File: config.mk
export PLATFORM = sky130hd
export DESIGN_NAME = std_cache_bypass_responder
export DESIGN_NICKNAME = d
export VERILOG_FILES = /design/src/rtl/std_cache_pkg.sv /design/src/rtl/std_cache_bypass_amo_alu.sv /design/src/rtl/std_cache_bypass_responder.sv
export SDC_FILE = /design/constraint.sdc
export NUM_CORES = 1
export LEC_CHECK = 0
export BUFFER_PORTS_ARGS = -buffer_cell sky130_fd_sc_hd__buf_2
export CAP_MARGIN = 20
export CELL_PAD_IN_SITES_DETAIL_PLACEMENT = 0
export CELL_PAD_IN_SITES_GLOBAL_PLACEMENT = 1
export CORE_UTILIZATION = 30
export DETAILED_ROUTE_END_ITERATION = 10
export PLACE_DENSITY_LB_ADDON = 0.1
export SLEW_MARGIN = 5
export SYNTH_ARGS = -nofsm -noshare
export SYNTH_HDL_FRONTEND = slang
export SYNTH_SLANG_ARGS = --single-unit
File: constraint.sdc
create_clock -name clk_i -period 2.8 [get_ports clk_i]
set_clock_uncertainty 0.05 [all_clocks]
set_input_delay 0.84 -clock clk_i [delete_from_list [all_inputs] [get_ports clk_i]]
set_output_delay 0.84 -clock clk_i [all_outputs]
set_load 0.03 [all_outputs]
File: src/rtl/std_cache_pkg.sv
// Shared types for the std cache bypass responder: request/response structs,
// AMO opcodes and the bypass FSM encoding.
package std_cache_pkg;

    localparam int BYPASS_BEAT_BYTES = 8;
    localparam int BYPASS_ID_W       = 4;
    localparam int BYPASS_ADDR_W     = 64;
    localparam int BYPASS_DATA_W     = 64;

    typedef enum logic [3:0] {
        AMO_NONE, AMO_LR, AMO_SC, AMO_SWAP, AMO_ADD, AMO_AND,
        AMO_OR, AMO_XOR, AMO_MAX, AMO_MAXU, AMO_MIN, AMO_MINU
    } amo_t;

    typedef enum logic [2:0] {
        IDLE, MEM_REQ, MEM_WAIT, AMO_WR, RESP
    } bypass_fsm_e;

    typedef struct packed {
        logic                         req;
        logic [1:0]                   reqtype;
        amo_t                         amo;
        logic [BYPASS_ID_W-1:0]       id;
        logic [BYPASS_ADDR_W-1:0]     addr;
        logic [BYPASS_DATA_W-1:0]     wdata;
        logic                         we;
        logic [BYPASS_BEAT_BYTES-1:0] be;
        logic [1:0]                   size;
    } bypass_req_t;

    typedef struct packed {
        logic                     gnt;
        logic                     valid;
        logic [BYPASS_DATA_W-1:0] rdata;
    } bypass_rsp_t;

    // LR/SC are plain read/write beats; everything else needs read-modify-write.
    function automatic logic is_rmw_amo(amo_t op);
        return !(op inside {AMO_NONE, AMO_LR, AMO_SC});
    endfunction

endpackage

File: src/rtl/std_cache_bypass_amo_alu.sv
// Combinational AMO datapath: merges the op result into the selected 32-bit
// lane (size 2'b10) or the full 64-bit beat.
module std_cache_bypass_amo_alu
    import std_cache_pkg::*;
(
    input  amo_t        i_op,
    input  logic [1:0]  i_size,
    input  logic        i_lane,
    input  logic [63:0] i_old,
    input  logic [63:0] i_operand,
    output logic [63:0] o_new
);

    logic        w_word;
    logic [31:0] w_a32;
    logic [63:0] w_a_s, w_b_s, w_a_u, w_b_u, w_res;
    logic        w_lt_s, w_lt_u;

    assign w_word = (i_size == 2'b10);
    assign w_a32  = i_lane ? i_old[63:32] : i_old[31:0];
    // Word operand is register-form (low 32 bits), independent of lane.
    assign w_a_s  = w_word ? {{32{w_a32[31]}}, w_a32} : i_old;
    assign w_b_s  = w_word ? {{32{i_operand[31]}}, i_operand[31:0]} : i_operand;
    assign w_a_u  = w_word ? {32'b0, w_a32} : i_old;
    assign w_b_u  = w_word ? {32'b0, i_operand[31:0]} : i_operand;
    assign w_lt_s = $signed(w_a_s) < $signed(w_b_s);
    assign w_lt_u = w_a_u < w_b_u;

    always_comb begin
        w_res = w_b_u;
        case (i_op)
            AMO_ADD:  w_res = w_a_u + w_b_u;
            AMO_AND:  w_res = w_a_u & w_b_u;
            AMO_OR:   w_res = w_a_u | w_b_u;
            AMO_XOR:  w_res = w_a_u ^ w_b_u;
            AMO_MAX:  w_res = w_lt_s ? w_b_u : w_a_u;
            AMO_MAXU: w_res = w_lt_u ? w_b_u : w_a_u;
            AMO_MIN:  w_res = w_lt_s ? w_a_u : w_b_u;
            AMO_MINU: w_res = w_lt_u ? w_a_u : w_b_u;
            default:  w_res = w_b_u;
        endcase
    end

    assign o_new = !w_word ? w_res :
                   i_lane  ? {w_res[31:0], i_old[31:0]} : {i_old[63:32], w_res[31:0]};

endmodule

File: src/rtl/std_cache_bypass_responder.sv
// Single-outstanding bypass port terminator: one bypass request -> one memory
// beat -> one response. Define STD_CACHE_BYPASS_AMO_EN for read-modify-write AMOs.
module std_cache_bypass_responder
    import std_cache_pkg::*;
#(
    parameter int ID_W   = 4,
    parameter int ADDR_W = 64,
    parameter int DATA_W = 64
) (
    input  logic                         clk_i,
    input  logic                         rst_i,
    input  bypass_req_t                  bypass_req_i,
    output bypass_rsp_t                  bypass_rsp_o,
    output logic                         mem_req_o,
    input  logic                         mem_gnt_i,
    output logic [ADDR_W-1:0]            mem_addr_o,
    output logic                         mem_we_o,
    output logic [DATA_W-1:0]            mem_wdata_o,
    output logic [BYPASS_BEAT_BYTES-1:0] mem_be_o,
    input  logic                         mem_rvalid_i,
    input  logic [DATA_W-1:0]            mem_rdata_i
);

    bypass_fsm_e                  r_state;
    logic [ADDR_W-1:0]            r_addr;
    logic                         r_we;
    logic [DATA_W-1:0]            r_wdata;
    logic [BYPASS_BEAT_BYTES-1:0] r_be;
    logic [DATA_W-1:0]            r_rdata;
    logic                         w_accept;

    logic [ID_W-1:0] w_unused_id;
    logic            w_unused;
    assign w_unused_id = bypass_req_i.id;
    assign w_unused    = ^{bypass_req_i.reqtype, bypass_req_i.amo, bypass_req_i.size,
                           bypass_req_i.addr[2:0]};

    assign w_accept = !rst_i && (r_state == IDLE) && bypass_req_i.req;

`ifdef STD_CACHE_BYPASS_AMO_EN
    amo_t              r_amo;
    logic [1:0]        r_size;
    logic              r_lane;
    logic              r_wr_gnt;
    logic [31:0]       w_old_lane;
    logic [DATA_W-1:0] w_amo_old, w_amo_new;

    std_cache_bypass_amo_alu u_alu (
        .i_op      (r_amo),
        .i_size    (r_size),
        .i_lane    (r_lane),
        .i_old     (mem_rdata_i),
        .i_operand (r_wdata),
        .o_new     (w_amo_new)
    );

    assign w_old_lane = r_lane ? mem_rdata_i[63:32] : mem_rdata_i[31:0];
    assign w_amo_old  = (r_size == 2'b10) ? {{32{w_old_lane[31]}}, w_old_lane} : mem_rdata_i;
    assign mem_req_o  = (r_state == MEM_REQ) || ((r_state == AMO_WR) && !r_wr_gnt);
`else
    assign mem_req_o  = (r_state == MEM_REQ);
`endif

    always_ff @(posedge clk_i) begin
        if (rst_i) begin
            r_state <= IDLE;
            r_addr  <= '0;
            r_we    <= 1'b0;
            r_wdata <= '0;
            r_be    <= '0;
            r_rdata <= '0;
`ifdef STD_CACHE_BYPASS_AMO_EN
            r_amo    <= AMO_NONE;
            r_size   <= 2'b00;
            r_lane   <= 1'b0;
            r_wr_gnt <= 1'b0;
`endif
        end else begin
            case (r_state)
                IDLE: if (w_accept) begin
                    r_addr  <= {bypass_req_i.addr[ADDR_W-1:3], 3'b000};
                    r_wdata <= bypass_req_i.wdata[DATA_W-1:0];
                    r_be    <= bypass_req_i.be;
`ifdef STD_CACHE_BYPASS_AMO_EN
                    r_we    <= bypass_req_i.we && !is_rmw_amo(bypass_req_i.amo);
                    r_amo   <= bypass_req_i.amo;
                    r_size  <= bypass_req_i.size;
                    r_lane  <= bypass_req_i.addr[2];
`else
                    r_we    <= bypass_req_i.we;
`endif
                    r_state <= MEM_REQ;
                end
                MEM_REQ: if (mem_gnt_i) r_state <= MEM_WAIT;
                MEM_WAIT: if (mem_rvalid_i) begin
                    r_rdata <= r_we ? '0 : mem_rdata_i;
                    r_state <= RESP;
`ifdef STD_CACHE_BYPASS_AMO_EN
                    // Read half of an RMW: keep the old value, turn the beat into a write.
                    if (is_rmw_amo(r_amo)) begin
                        r_rdata  <= w_amo_old;
                        r_we     <= 1'b1;
                        r_wdata  <= w_amo_new;
                        r_wr_gnt <= 1'b0;
                        r_state  <= AMO_WR;
                    end
`endif
                end
`ifdef STD_CACHE_BYPASS_AMO_EN
                AMO_WR: begin
                    if (!r_wr_gnt) begin
                        if (mem_gnt_i) r_wr_gnt <= 1'b1;
                    end else if (mem_rvalid_i) begin
                        r_state <= RESP;
                    end
                end
`endif
                RESP:    r_state <= IDLE;
                default: r_state <= IDLE;
            endcase
        end
    end

    always_comb begin
        bypass_rsp_o       = '0;
        bypass_rsp_o.gnt   = w_accept;
        bypass_rsp_o.valid = (r_state == RESP);
        bypass_rsp_o.rdata = r_rdata;
    end

    assign mem_addr_o  = r_addr;
    assign mem_we_o    = r_we;
    assign mem_wdata_o = r_wdata;
    assign mem_be_o    = r_be;

endmodule
# Word level (Yosys, flattened, before mapping)
# Cells that the tools add are included.
# word_totals
in_bits,218
wordCells,24
out_inout_bits,204
n_memories,0
ram_bits,0
latch_bits,0
ff_bits,201
romBits,0
# op_classes
n_eq_ne,6
n_reduce_logical,7
n_shift,0
mux,5
bitwise_logic,0
mul,0
add_sub_neg,0
magnitude_cmp,0
div_mod_pow,0
# op_table
op,count
$mux 64,1
$mux 3,3
$pmux 3 s3,1
$ne 2x2->1 const B,2
$reduce_and 2->1,2
$eq 3x1->1 const B,1
$eq 3x2->1 const B,1
$eq 3x3->1 const B,1
$logic_not 3->1,1
$reduce_and 3->1,1
$logic_and 1x1->1,2
$ne 2x1->1 const B,1
$logic_not 1->1,1

# Logic depth before layout (Yosys ltp)
# depth
depth_word,5
mapped_depth,6
ltp_nobuf,2

# Least setup slack after synthesis
# No wires, ideal clock.
# synth_timing
kind,input to output
from,input port bypass_req_i[149] (netlist name)
to,output port bypass_rsp_o[65] (netlist name)
arrival_ns,1.942
t_required_ns,1.910
path_buffers,4
cell_stages,5
setup_slack_ns,-0.032
path_cell_list,clkbuf_1 buf_2 clkbuf_1 nor3b_1 buf_4
# synth_between
elab_chain_cells,1
# synth_lines
item,line,rtl
"start, declared",std_cache_bypass_responder.sv:12,"input bypass_req_t bypass_req_i,"
$logic_and 1x1->1,std_cache_bypass_responder.sv:38,assign w_accept = !rst_i && (r_state == IDLE) && bypass_req_i.req;
"end, declared",std_cache_bypass_responder.sv:13,"output bypass_rsp_t bypass_rsp_o,"
# Every way passes these cells.

==> results.tsv <==
metric	value	unit
status	complete, but fails checks	
violations	slew limit	
cts_tree	yes	
grt.overflow.total	0	
grt_max_degree	265	
cp-startpoint	r_state[1]	
core-area	28900	µm²
cts.sinks	201	
whs_path_depth	2	
max-slew-margin-rel	-0.290	%
worstRegToRegCells	4	
rsz0062_at_grt	no	
cts_buffer_depth	3	
cts_root_buf	clkbuf_16	
rows	62	
setup_tns	0	ns
synth_edf_count	0	
ys_types	20	
wl_met1	12900	µm
ant_nets	0	
cp_max_fo	8	
finalSetupViolations	0	
criticalPathCategory	reg2out	
cp-endpoint	bypass_rsp_o[65]	
dr.pass1.iters	7	
syn_area_per_cell	9.69	µm²
fin_util	41.1	%
syn2layout_area_growth	33.7	%
dp.cells	1612	
netlist_area	8890	µm²
final.min_clock_period	2.63	ns
cp-end-kind	output port	
power_density	625	nW/µm²
initial_utilization	30.7	%
grt_pass1_vias	7473	
nets	1473	
num_vias	7754	
drc	0	
gp_congestion	0.732	
maxUsedRoutingLayer	met5	
crit_arrival	1.74	ns
period_share	93.8	%
finalHoldViolCount	0	
wl_met2	13700	µm
dp_hpwl	18300	µm
cts.clk_slew.worst_paths	0.06	ns
cts_setup_buffers	0	
critPathLaunchType	flop	
async_flop_share	0	%
ys_ff_latch	201	
synthFlopType	dfxtp_1	
worstPathRequired	1.91	ns
die_y	174	µm
htreeDepth	1	
routed_wl	29500	µm
max_slew.worst_pin.slew	1.50	ns
portBuffers	403	
numCtsBuffers	25	
wire_per_inst	17.8	µm
worstHoldPathType	reg2reg	
r2r_start	r_state[1]	
yosysWarnings	0	
grt_usage	18.5	%
die_w	174	µm
synth-seq-area-share	45.3	%
cap_violations	0	
grt_pass1_wl	44800	µm
r2r_slack	0.30	ns
instances_no_fill	1656	
antenna_found_initial	4	
drt-vias-per-instance	4.68	
dieArea	30300	µm²
finalMaxSlewViolations	9	
max_freq	0.381	GHz
r2r-end	mem_addr_o[45]	
clk_latency	0.53	ns
drive_above_1_share	40.4	%
dr_wl_met3	2240	µm
drt_iter0_drc	459	
p_leak	4.99	nW
ios	422	
syn_inst	917	
vdd_drop_max	0.395	mV
[critical path, stage by stage (launching register included)]
cell,delay (ns)
dfxtp_1,0.39
or3_4,0.41
nor3b_2,0.20
buf_4,0.20
[power breakdown]
group / internal [mW] / leakage (nW) / total, mW / switching (mW)
combinational: 0.500 / 2.98 / 1.31 / 0.814
sequential: 3.02 / 1.64 / 3.11 / 0.0888
clock: 1.74 / 0.370 / 3.01 / 1.26
total: 5.26 / 4.99 / 7.43 / 2.17
[layout make-up]
cell class                 instances  area [µm²]
timing repair buffer             417        2200
sequential                       201        4030
tap                              384         480
clock inverter                     6        33.8
clock buffer                      37         711
inverter                         134         503
fill                            2971       17100
antenna                            1        2.50
multi-input combinational        476        3930
[metrics by stage]
stage | cell area, µm² | hold WS, ns | power (mW) | worst slack (ns)
floorplan | 8900 | 0.493 | 4.04 | 0.0621
global placement | 11100 | 0.407 | 4.50 | -0.0645
detailed placement | 11100 | 0.408 | 4.50 | -0.0717
CTS | 11900 | 0.420 | 7.56 | 0.0313
global route | 11900 | 0.434 | 7.79 | 0.0754
finish | 11900 | 0.415 | 7.43 | 0.174
[synth_stat cells, types with 9 or more instances]
cell	number	area, µm²
buf_1	11	41.3
buf_2	18	90.1
buf_4	10	75.1
clkbuf_1	69	259
dfxtp_1	201	4020
inv_1	134	503
mux2i_1	64	641
nand2b_1	64	400
nand3b_1	136	1020
o32ai_1	134	1170
or3b_1	9	78.8
or3b_2	56	490
[kinds of logic (layout without fill, tap and decap cells)]
logic type	after synthesis	after routing	share of synthesized area (%)
AND/OR/NAND/NOR	273	273	23.2
flip-flops	201	201	45.3
other	1	4	0.0422
buffers and inverters	242	594	10.9
AO/OA/AOI/OAI	136	136	13.4
multiplexers	64	64	7.21
[what timing repair did]
| action | in CTS | in global routing |
|---|---|---|
| resized for setup | 0 | 3 |
| hold buffers | 0 | 0 |
| setup endpoints to repair | 0 | 1 |
| endpoints found under the hold margin | 0 | 0 |
[cells in the final DEF (no fill, tap or decap), types with 2 or more instances in the layout]
| cell type | instances |
|---|---|
| buf_2 | 400 |
| dfxtp_1 | 200 |
| nand3b_1 | 136 |
| inv_1 | 134 |
| o32ai_1 | 134 |
| nand2b_1 | 64 |
| mux2i_1 | 64 |
| or3b_2 | 56 |
| clkbuf_16 | 25 |
| buf_4 | 11 |
| or3b_1 | 9 |
| clkbuf_1 | 8 |
| clkinv_2 | 5 |
| buf_12 | 5 |
| clkbuf_8 | 4 |
| conb_1 | 3 |
| nor3b_1 | 2 |
| a211oi_1 | 2 |
[registers in the layout (all words and copies together) (netlist names)]
register	count
mem_addr_o	61
mem_be_o	8
mem_wdata_o	64
r_rdata	64
r_state	3
mem_we_o	1
[per-layer routing]
metal	vias up	global-route usage (%)
li1	3908	-
met1	3554	23.6
met2	255	30.2
met3	31	5.58
met4	6	4.82
met5	-	0
[worst min-delay path by stage]
stage / endpoint / start / slack, ns
2_1_floorplan: r_state[1] / r_state[2] / 0.49
3_3_place_gp: r_rdata[19] / r_rdata[19] / 0.41
3_5_place_dp: r_rdata[4] / r_rdata[4] / 0.41
4_1_cts: mem_addr_o[44] / mem_addr_o[44] / 0.42
5_1_grt: mem_wdata_o[21] / mem_wdata_o[21] / 0.43
6_report: r_rdata[40] / r_rdata[40] / 0.41
(Power assumes the default switching activity.)
